## src/rtl/bus_host_arbiter_if.sv

```systemverilog
// Bundle of per-host request/response lanes and the single downstream bus host port.
// The slave modport is the arbiter's view; the master modport is the environment's view.
interface bus_host_arbiter_if #(
   parameter int NrHosts      = 2,
   parameter int DataWidth    = 32,
   parameter int AddressWidth = 32
);
   localparam int BeWidth = DataWidth / 8;

   logic [NrHosts-1:0]                   host_req_i;
   logic [NrHosts-1:0]                   host_we_i;
   logic [NrHosts-1:0][AddressWidth-1:0] host_addr_i;
   logic [NrHosts-1:0][DataWidth-1:0]    host_wdata_i;
   logic [NrHosts-1:0][BeWidth-1:0]      host_be_i;
   logic [NrHosts-1:0]                   host_gnt_o;
   logic [NrHosts-1:0]                   host_rvalid_o;
   logic [NrHosts-1:0]                   host_err_o;
   logic [NrHosts-1:0][DataWidth-1:0]    host_rdata_o;

   logic                    dev_req_o;
   logic                    dev_we_o;
   logic [AddressWidth-1:0] dev_addr_o;
   logic [BeWidth-1:0]      dev_be_o;
   logic [DataWidth-1:0]    dev_wdata_o;
   logic                    dev_gnt_i;
   logic                    dev_rvalid_i;
   logic                    dev_err_i;
   logic [DataWidth-1:0]    dev_rdata_i;

   logic                    protocol_err_o;

   modport slave (
      input  host_req_i, host_we_i, host_addr_i, host_wdata_i, host_be_i,
      output host_gnt_o, host_rvalid_o, host_err_o, host_rdata_o,
      output dev_req_o, dev_we_o, dev_addr_o, dev_be_o, dev_wdata_o,
      input  dev_gnt_i, dev_rvalid_i, dev_err_i, dev_rdata_i,
      output protocol_err_o
   );

   modport master (
      output host_req_i, host_we_i, host_addr_i, host_wdata_i, host_be_i,
      input  host_gnt_o, host_rvalid_o, host_err_o, host_rdata_o,
      input  dev_req_o, dev_we_o, dev_addr_o, dev_be_o, dev_wdata_o,
      output dev_gnt_i, dev_rvalid_i, dev_err_i, dev_rdata_i,
      input  protocol_err_o
   );
endinterface

```

## src/rtl/bus_host_arbiter.sv

```systemverilog
// N-host to one-bus arbiter with an owner FIFO that routes in-order responses back.
// Define BUS_HOST_ARB_FIXED_PRIO_EN for lowest-index-wins priority instead of round-robin.
module bus_host_arbiter #(
   parameter int NrHosts        = 2,
   parameter int DataWidth      = 32,
   parameter int AddressWidth   = 32,
   parameter int MaxOutstanding = 2
) (
   input logic               clk_i,
   input logic               rst_ni,
   bus_host_arbiter_if.slave bus
);
   localparam int IdxW    = (NrHosts > 1) ? $clog2(NrHosts) : 1;
   localparam int PtrW    = (MaxOutstanding > 1) ? $clog2(MaxOutstanding) : 1;
   localparam int CntW    = $clog2(MaxOutstanding + 1);
   localparam int BeWidth = DataWidth / 8;

   logic              winnerValid;
   logic [IdxW-1:0]   winnerIdx;
   logic              devReq;
   logic              handshake;
   logic              fifoFull;
   logic              fifoEmpty;
   logic              pop;
   logic [IdxW-1:0]   head;

   logic [IdxW-1:0]   owners_q [MaxOutstanding];
   logic [PtrW-1:0]   wrPtr_q, wrPtr_d;
   logic [PtrW-1:0]   rdPtr_q, rdPtr_d;
   logic [CntW-1:0]   count_q, count_d;
   logic              protoErr_q, protoErr_d;

   function automatic logic [PtrW-1:0] nextPtr(input logic [PtrW-1:0] p);
      return (p == PtrW'(MaxOutstanding - 1)) ? '0 : p + PtrW'(1);
   endfunction

`ifdef BUS_HOST_ARB_FIXED_PRIO_EN
   always_comb begin
      winnerValid = 1'b0;
      winnerIdx   = '0;
      for (int i = 0; i < NrHosts; i++) begin
         if (!winnerValid && bus.host_req_i[i]) begin
            winnerValid = 1'b1;
            winnerIdx   = IdxW'(i);
         end
      end
   end
`else
   logic [IdxW-1:0] prioPtr_q, prioPtr_d;
   logic [IdxW-1:0] candidate;

   // Search upward from the priority pointer, wrapping at NrHosts.
   always_comb begin
      winnerValid = 1'b0;
      winnerIdx   = '0;
      candidate   = '0;
      for (int i = 0; i < NrHosts; i++) begin
         candidate = IdxW'((int'(prioPtr_q) + i) % NrHosts);
         if (!winnerValid && bus.host_req_i[candidate]) begin
            winnerValid = 1'b1;
            winnerIdx   = candidate;
         end
      end
   end

   always_comb begin
      prioPtr_d = prioPtr_q;
      if (handshake) begin
         prioPtr_d = (winnerIdx == IdxW'(NrHosts - 1)) ? '0 : winnerIdx + IdxW'(1);
      end
   end

   always_ff @(posedge clk_i) begin
      if (!rst_ni) begin
         prioPtr_q <= '0;
      end else begin
         prioPtr_q <= prioPtr_d;
      end
   end
`endif

   // Fullness uses registered occupancy so a same-cycle pop never re-opens the bus.
   assign fifoFull  = (count_q == CntW'(MaxOutstanding));
   assign fifoEmpty = (count_q == '0);
   assign devReq    = winnerValid & ~fifoFull;
   assign handshake = devReq & bus.dev_gnt_i;
   assign pop       = bus.dev_rvalid_i & ~fifoEmpty;
   assign head      = owners_q[rdPtr_q];

   assign bus.dev_req_o      = devReq;
   assign bus.protocol_err_o = protoErr_q;

   always_comb begin
      bus.dev_we_o    = 1'b0;
      bus.dev_addr_o  = '0;
      bus.dev_be_o    = '0;
      bus.dev_wdata_o = '0;
      if (devReq) begin
         bus.dev_we_o    = bus.host_we_i[winnerIdx];
         bus.dev_addr_o  = bus.host_addr_i[winnerIdx];
         bus.dev_be_o    = bus.host_be_i[winnerIdx];
         bus.dev_wdata_o = bus.host_wdata_i[winnerIdx];
      end
   end

   always_comb begin
      bus.host_gnt_o    = '0;
      bus.host_rvalid_o = '0;
      bus.host_err_o    = '0;
      bus.host_rdata_o  = '0;
      if (handshake) begin
         bus.host_gnt_o[winnerIdx] = 1'b1;
      end
      if (pop) begin
         bus.host_rvalid_o[head] = 1'b1;
         bus.host_err_o[head]    = bus.dev_err_i;
         bus.host_rdata_o[head]  = bus.dev_rdata_i;
      end
   end

   always_comb begin
      wrPtr_d    = handshake ? nextPtr(wrPtr_q) : wrPtr_q;
      rdPtr_d    = pop ? nextPtr(rdPtr_q) : rdPtr_q;
      count_d    = count_q;
      protoErr_d = protoErr_q;
      if (handshake && !pop) begin
         count_d = count_q + CntW'(1);
      end else if (!handshake && pop) begin
         count_d = count_q - CntW'(1);
      end
      if (bus.dev_rvalid_i && fifoEmpty) begin
         protoErr_d = 1'b1;
      end
   end

   always_ff @(posedge clk_i) begin
      if (!rst_ni) begin
         wrPtr_q    <= '0;
         rdPtr_q    <= '0;
         count_q    <= '0;
         protoErr_q <= 1'b0;
         for (int i = 0; i < MaxOutstanding; i++) begin
            owners_q[i] <= '0;
         end
      end else begin
         wrPtr_q    <= wrPtr_d;
         rdPtr_q    <= rdPtr_d;
         count_q    <= count_d;
         protoErr_q <= protoErr_d;
         if (handshake) begin
            owners_q[wrPtr_q] <= winnerIdx;
         end
      end
   end

   logic unusedBe;
   assign unusedBe = ^BeWidth;
endmodule
```

## src/flat_wrapper.sv

```systemverilog
// flat-port wrapper written by rule: the top's interface ports become plain ports
module bus_host_arbiter_flat 
#(
   parameter int NrHosts        = 2,
   parameter int DataWidth      = 32,
   parameter int AddressWidth   = 32,
   parameter int MaxOutstanding = 2
)
  (clk_i, rst_ni, bus_host_req_i, bus_host_we_i, bus_host_addr_i, bus_host_wdata_i, bus_host_be_i, bus_host_gnt_o, bus_host_rvalid_o, bus_host_err_o, bus_host_rdata_o, bus_dev_req_o, bus_dev_we_o, bus_dev_addr_o, bus_dev_be_o, bus_dev_wdata_o, bus_dev_gnt_i, bus_dev_rvalid_i, bus_dev_err_i, bus_dev_rdata_i, bus_protocol_err_o);
  bus_host_arbiter_if #(.NrHosts(NrHosts), .DataWidth(DataWidth), .AddressWidth(AddressWidth)) bus_i ();
  input logic clk_i;
  input logic rst_ni;
  input wire logic [$bits(bus_i.host_req_i)-1:0] bus_host_req_i;
  input wire logic [$bits(bus_i.host_we_i)-1:0] bus_host_we_i;
  input wire logic [$bits(bus_i.host_addr_i)-1:0] bus_host_addr_i;
  input wire logic [$bits(bus_i.host_wdata_i)-1:0] bus_host_wdata_i;
  input wire logic [$bits(bus_i.host_be_i)-1:0] bus_host_be_i;
  output wire logic [$bits(bus_i.host_gnt_o)-1:0] bus_host_gnt_o;
  output wire logic [$bits(bus_i.host_rvalid_o)-1:0] bus_host_rvalid_o;
  output wire logic [$bits(bus_i.host_err_o)-1:0] bus_host_err_o;
  output wire logic [$bits(bus_i.host_rdata_o)-1:0] bus_host_rdata_o;
  output wire logic [$bits(bus_i.dev_req_o)-1:0] bus_dev_req_o;
  output wire logic [$bits(bus_i.dev_we_o)-1:0] bus_dev_we_o;
  output wire logic [$bits(bus_i.dev_addr_o)-1:0] bus_dev_addr_o;
  output wire logic [$bits(bus_i.dev_be_o)-1:0] bus_dev_be_o;
  output wire logic [$bits(bus_i.dev_wdata_o)-1:0] bus_dev_wdata_o;
  input wire logic [$bits(bus_i.dev_gnt_i)-1:0] bus_dev_gnt_i;
  input wire logic [$bits(bus_i.dev_rvalid_i)-1:0] bus_dev_rvalid_i;
  input wire logic [$bits(bus_i.dev_err_i)-1:0] bus_dev_err_i;
  input wire logic [$bits(bus_i.dev_rdata_i)-1:0] bus_dev_rdata_i;
  output wire logic [$bits(bus_i.protocol_err_o)-1:0] bus_protocol_err_o;
  assign bus_i.host_req_i = bus_host_req_i;
  assign bus_i.host_we_i = bus_host_we_i;
  assign bus_i.host_addr_i = bus_host_addr_i;
  assign bus_i.host_wdata_i = bus_host_wdata_i;
  assign bus_i.host_be_i = bus_host_be_i;
  assign bus_host_gnt_o = bus_i.host_gnt_o;
  assign bus_host_rvalid_o = bus_i.host_rvalid_o;
  assign bus_host_err_o = bus_i.host_err_o;
  assign bus_host_rdata_o = bus_i.host_rdata_o;
  assign bus_dev_req_o = bus_i.dev_req_o;
  assign bus_dev_we_o = bus_i.dev_we_o;
  assign bus_dev_addr_o = bus_i.dev_addr_o;
  assign bus_dev_be_o = bus_i.dev_be_o;
  assign bus_dev_wdata_o = bus_i.dev_wdata_o;
  assign bus_i.dev_gnt_i = bus_dev_gnt_i;
  assign bus_i.dev_rvalid_i = bus_dev_rvalid_i;
  assign bus_i.dev_err_i = bus_dev_err_i;
  assign bus_i.dev_rdata_i = bus_dev_rdata_i;
  assign bus_protocol_err_o = bus_i.protocol_err_o;
  bus_host_arbiter #(.NrHosts(NrHosts), .DataWidth(DataWidth), .AddressWidth(AddressWidth), .MaxOutstanding(MaxOutstanding)) u_core (.clk_i(clk_i), .rst_ni(rst_ni), .bus(bus_i));
endmodule
```

## config.mk

```make
export PLATFORM = sky130hd
export DESIGN_NAME = bus_host_arbiter_flat
export DESIGN_NICKNAME = d
export VERILOG_FILES = /design/src/rtl/bus_host_arbiter_if.sv /design/src/rtl/bus_host_arbiter.sv /design/src/flat_wrapper.sv
export SDC_FILE = /design/constraint.sdc
export NUM_CORES = 1
export LEC_CHECK = 0
export ABC_AREA = 1
export BUFFER_PORTS_ARGS = -buffer_cell sky130_fd_sc_hd__buf_2
export CAP_MARGIN = 20
export CORE_AREA = 2 2 123 125
export DETAILED_ROUTE_END_ITERATION = 8
export DIE_AREA = 0 0 125 127
export SETUP_SLACK_MARGIN = 0.4
export SLEW_MARGIN = 20
export SYNTH_ARGS = -nofsm -noshare
export SYNTH_HDL_FRONTEND = slang
export SYNTH_SLANG_ARGS = --single-unit
export TNS_END_PERCENT = 10
```

## constraint.sdc

```tcl
create_clock -name clk_i -period 2.5 [get_ports clk_i]
set_clock_uncertainty 0.2 [all_clocks]
set_input_delay 0.125 -clock clk_i [delete_from_list [all_inputs] [get_ports clk_i]]
set_output_delay 0.125 -clock clk_i [all_outputs]
set_load 0.03 [all_outputs]
```

== Word level (Yosys, flattened, before mapping) ==
Memory sizes are Yosys's and may differ from the RTL's. A register that Yosys moved wholly into a read port is not among the register bits.
Cells that the tools add are included.
Cells by class
  add/subtract/negate cells: 6
  $lt $le $gt $ge: 6
  equality and inequality tests: 1
  mux-type cells: 44
  bitwise operators: 7
  reduce and logical (&&, ||, !) cells: 12
Operators by type and width (count)
  two-way mux 32 bit: 7
  AND 64 bit: 1
  two-way mux 64 bit: 1
  demux 32 bit (select 1 bit): 1
  two-way mux 1 bit: 25
  two-way mux 4 bit: 3
  two-way mux 2 bit: 5
  < comparator 1 x 2 -> 1 bit (second input constant): 4
  logical AND 1 bit: 6
  adder 1 bit (second input constant): 4
  AND 1 bit: 3
  logical NOT 1 bit: 3
  adder 2 x 1 -> 2 bit (second input constant): 1
  AND 2 bit: 1
  demux 1 bit (select 1 bit): 2
  equality test 2 bit (second input constant): 1
  >= comparator 1 bit (second input constant): 2
  logical NOT 2 bit: 1
  NOT 1 bit: 2
  nonzero test 2 bit: 1
  subtractor 2 x 1 -> 2 bit (second input constant): 1
  OR reduction 1 bit: 1
Storage, ports and cells
  bits in registers: 6
  bits in writable memories: 2
  input port bits: 177
  output and inout bits: 141
  memories kept: 1
Memory list
  u_core.owners_q: depth 2, bits a word 1, read ports 1, clocked after Yosys merged registers in 1, write ports 2, line bus_host_arbiter.sv:27  | logic [IdxW-1:0] owners_q [MaxOutstanding];

== Longest topological paths before layout ==
  depth in word-level cells: 13
  depth in mapped cells: 10
  gate-level depth less buffers: 10

== Worst setup path before layout ==
Ideal clock, no wire load.
  kind: register -> output
  start: memory u_core.owners_q[0] in the netlist's numbering
  end: output bus_host_err_o[0]
  data arrival time: 1.344 ns
  required time: 2.175 ns
  setup slack: 0.831 ns
  cell stages (with the launch flop): 6
  buffers on the path: 1
  path through: dfxtp_1 or2_2 nand2_1 nand2_2 buf_6 nor2_1
RTL lines
  start, declared: line bus_host_arbiter.sv:27
  end, declared: line flat_wrapper.sv:20  | output wire logic [$bits(bus_i.host_err_o)-1:0] bus_host_err_o;

== Worst setup path after layout ==
  start: register u_core.count_q[0]
  end: output bus_host_rdata_o[39]
On the way
  cells in the longest elaborated chain, start to end: 4
RTL lines
  start, declared: line bus_host_arbiter.sv:30  | logic [CntW-1:0] count_q, count_d;
  start signal, assigned: line bus_host_arbiter.sv:148  | count_q <= count_d;
  logical NOT 2 bit: line bus_host_arbiter.sv:84  | assign fifoEmpty = (count_q == '0);
  NOT 1 bit: line bus_host_arbiter.sv:87  | assign pop = bus.dev_rvalid_i & ~fifoEmpty;
  AND 1 bit: line bus_host_arbiter.sv:87
  two-way mux 64 bit: line bus_host_arbiter.sv:114  | if (pop) begin
  end, declared: line flat_wrapper.sv:21  | output wire logic [$bits(bus_i.host_rdata_o)-1:0] bus_host_rdata_o;
Every way passes these cells.

==> results.yml <==
global_route:
  antenna_found_initial: 2
  grt_start_max_net_pins: 61
  gr-max-usage-layer: "met2"
  use_met2_pct: 21.77
  grtUsageTotal_pct: 11.04
  use_met1_pct: 11.24
  grt_overflow: 0
  grt_pass1_wl_um: 14530
  first_global_vias: 3188
  globalRouteMet3Util_pct: 3.853
place:
  dpl-instance-area_sq_um: 3647
  place.port_buffers: 317
  gp_congestion: 0.8150
  place_hpwl_um: 7862
synth:
  synth_cell_types: 24
  synth-seq-area-share_pct: 9.339
  synth_edf_count: 0
  yosys_register_bits: 9
  mappedNetlistArea_sq_um: 1929
  syn_area_per_cell_sq_um: 4.694
  synth_cells: 411
  synthFlopType: "dfxtp_1"
  ys_warn_count: 0
  synthArstFlopShare_pct: 0
  synth_fp_nets: 589
timing:
  slew_headroom_pct: 59.16
  grt_setup_unrepaired: "true"
  timing.hold.ws_ps: 5.579
  timing.fmax_ghz: 0.4828
  period_share_pct: 82.86
  worstMarginPinSlew_ps: 610.5
  setup_viol: 0
  hold_viol_final: 0
  finalSetupTns_ps: 0
  maxSlewViolCount: 0
  period_minus_slack_ps: 2071
layout:
  fill_cells: 1682
  mostFrequentLayoutCells: "317 x buf_2, 211 x nor2_1, 53 x o21ai_0"
  mostFrequentLayoutCell: "buf_2"
  nets: 892
  diodes: 0
  final_core_util_pct: 26.07
  drive_gt1_share_pct: 48.11
  area_growth_pct: 94.88
  finalInstanceArea_sq_um: 3760
power:
  max-vdd-ir-drop_mv: 0.2942
  p_leak_uw: 0.002497
  p_per_area_nw_per_um2: 769.7
detailed_routing:
  drt-vias-per-instance: 3.896
  first_pass_iters: 4
  wire_per_inst_um: 10.57
  dr_total_vias: 3495
  ant_nets: 0
  wirelength_um: 9485
  detail_route.iter0.violations: 113
  drc: 0
clock_network:
  numClockSinks: 9
  cts_buffers: 3
  cts_root_buffer: "clkbuf_16"
  h-tree-depth: 1
  cts_tree: "yes"
  clkTransAtPathRegs_ps: 40
  clk_latency_ps: 240
  cts_resized: 0
  clockBufferDepth: 2
critical_path:
  crit_type: "register to output port"
  cp_top_family: "buffers and inverters"
  slowest_stage: "dfxtp_1"
  endpoint_kind: "output port"
  required_ps: 2170
  cp_slowest_stage_delay_ps: 430
  cp_max_fo: 27
  cp.arrival_ps: 1750
  crit_buf_inv: 3
  path_cells: "o21ai_2 > inv_1 > nand3_4 > buf_4 > nor2_1 > buf_2"
  start_kind: "register"
hold_path:
  hold_path.class: "input pin to register"
job:
  cap_violations: 0
floorplanning:
  core_sq_um: 14420
  boundaryPins: 318
  start_util_pct: 13.38
  dieArea_sq_um: 15880
  die_h_um: 127
  die_w_um: 125
  rows: 44
status:
  status: "finished, final reports clean"
==> final timing paths <==
kind / startpoint / end / cells after the start / slack (ps)
worst max-delay path: u_core.count_q[0] / bus_host_rdata_o[39] / 6 / 430
worst min-delay path: bus_dev_gnt_i / u_core.owners_q[0] / 4 / 6
worst max register to register: u_core.count_q[0] / u_core.count_q[1] / 10 / 840
worst min register to register: u_core.bus.protocol_err_o / u_core.bus.protocol_err_o / 2 / 290
==> layer usage <==
metal | vias to the layer above | share of wire [%]
met5 | - | 0.36
met4 | 4 | 0.86
met3 | 10 | 11
met2 | 192 | 51
met1 | 1438 | 37
li1 | 1851 | -
==> where the power goes <==
group | switching [uW] | leakage, uW | internal, uW | total (uW)
clock | 74.3 | 0.0000409 | 211 | 285
combinational | 1710 | 0.00238 | 688 | 2390
sequential | 31.4 | 0.0000742 | 183 | 214
==> layout make-up <==
cell class / instances / area [sq um] / area share (%)
clock buffers: 3 / 75.07 / 1.997
inverters: 52 / 195.2 / 5.191
multi-input cells: 322 / 1380 / 36.71
clock inverters: 1 / 5.005 / 0.1331
repair buffers: 326 / 1694 / 45.06
flip-flops and latches: 9 / 180.2 / 4.792
well taps: 184 / 230.2 / 6.123
==> cells by family after synthesis <==
logic type / Yosys count / share of synthesized area [%]
AOI/OAI and AO/OA: 75 / 20.30
DFF: 9 / 9.338
buffers and inverters: 80 / 19.13
xor gates and xnor gates: 1 / 0.4540
and+or+nand+nor: 245 / 50.13
adders and majority gates: 1 / 0.6484
==> through the flow <==
stage | total power (uW) | std cells | setup WS (ps)
CTS | 2907 | 895 | 372.7
finish | 2894 | 897 | 428.6
global route | 3136 | 897 | 216.8
global placement | 2610 | 889 | 652.9
floorplan | 1933 | 411 | 831.4
detailed placement | 2604 | 889 | 623.9
==> repair_timing <==
action | CTS | global route
pin swaps | 1 | 1
setup endpoints to repair | 10 | 107
gates cloned | 0 | 0
hold buffers | 1 | 0
endpoints found under the hold margin | 1 | 0
buffers inserted | 1 | 2
==> cell usage after synthesis, types with 2 or more instances <==
library cell / count / area [sq um]
nand2_1: 21 / 78.83
inv_2: 3 / 11.26
inv_1: 49 / 183.9
dfxtp_1: 9 / 180.2
buf_2: 16 / 80.08
o21ai_0: 53 / 265.3
nor2_1: 211 / 792.0
o21ai_1: 18 / 90.09
nand4_1: 3 / 18.77
clkbuf_1: 5 / 18.77
buf_6: 6 / 67.56
nor2_2: 4 / 25.02
or2_2: 2 / 12.51
==> worst min-delay path: stages <==
cell	delay, ps
buf_2	120
nand4_1	80
nand2_1	40
nand2_1	40
No activity file was read; power rests on OpenSTA's default activity.
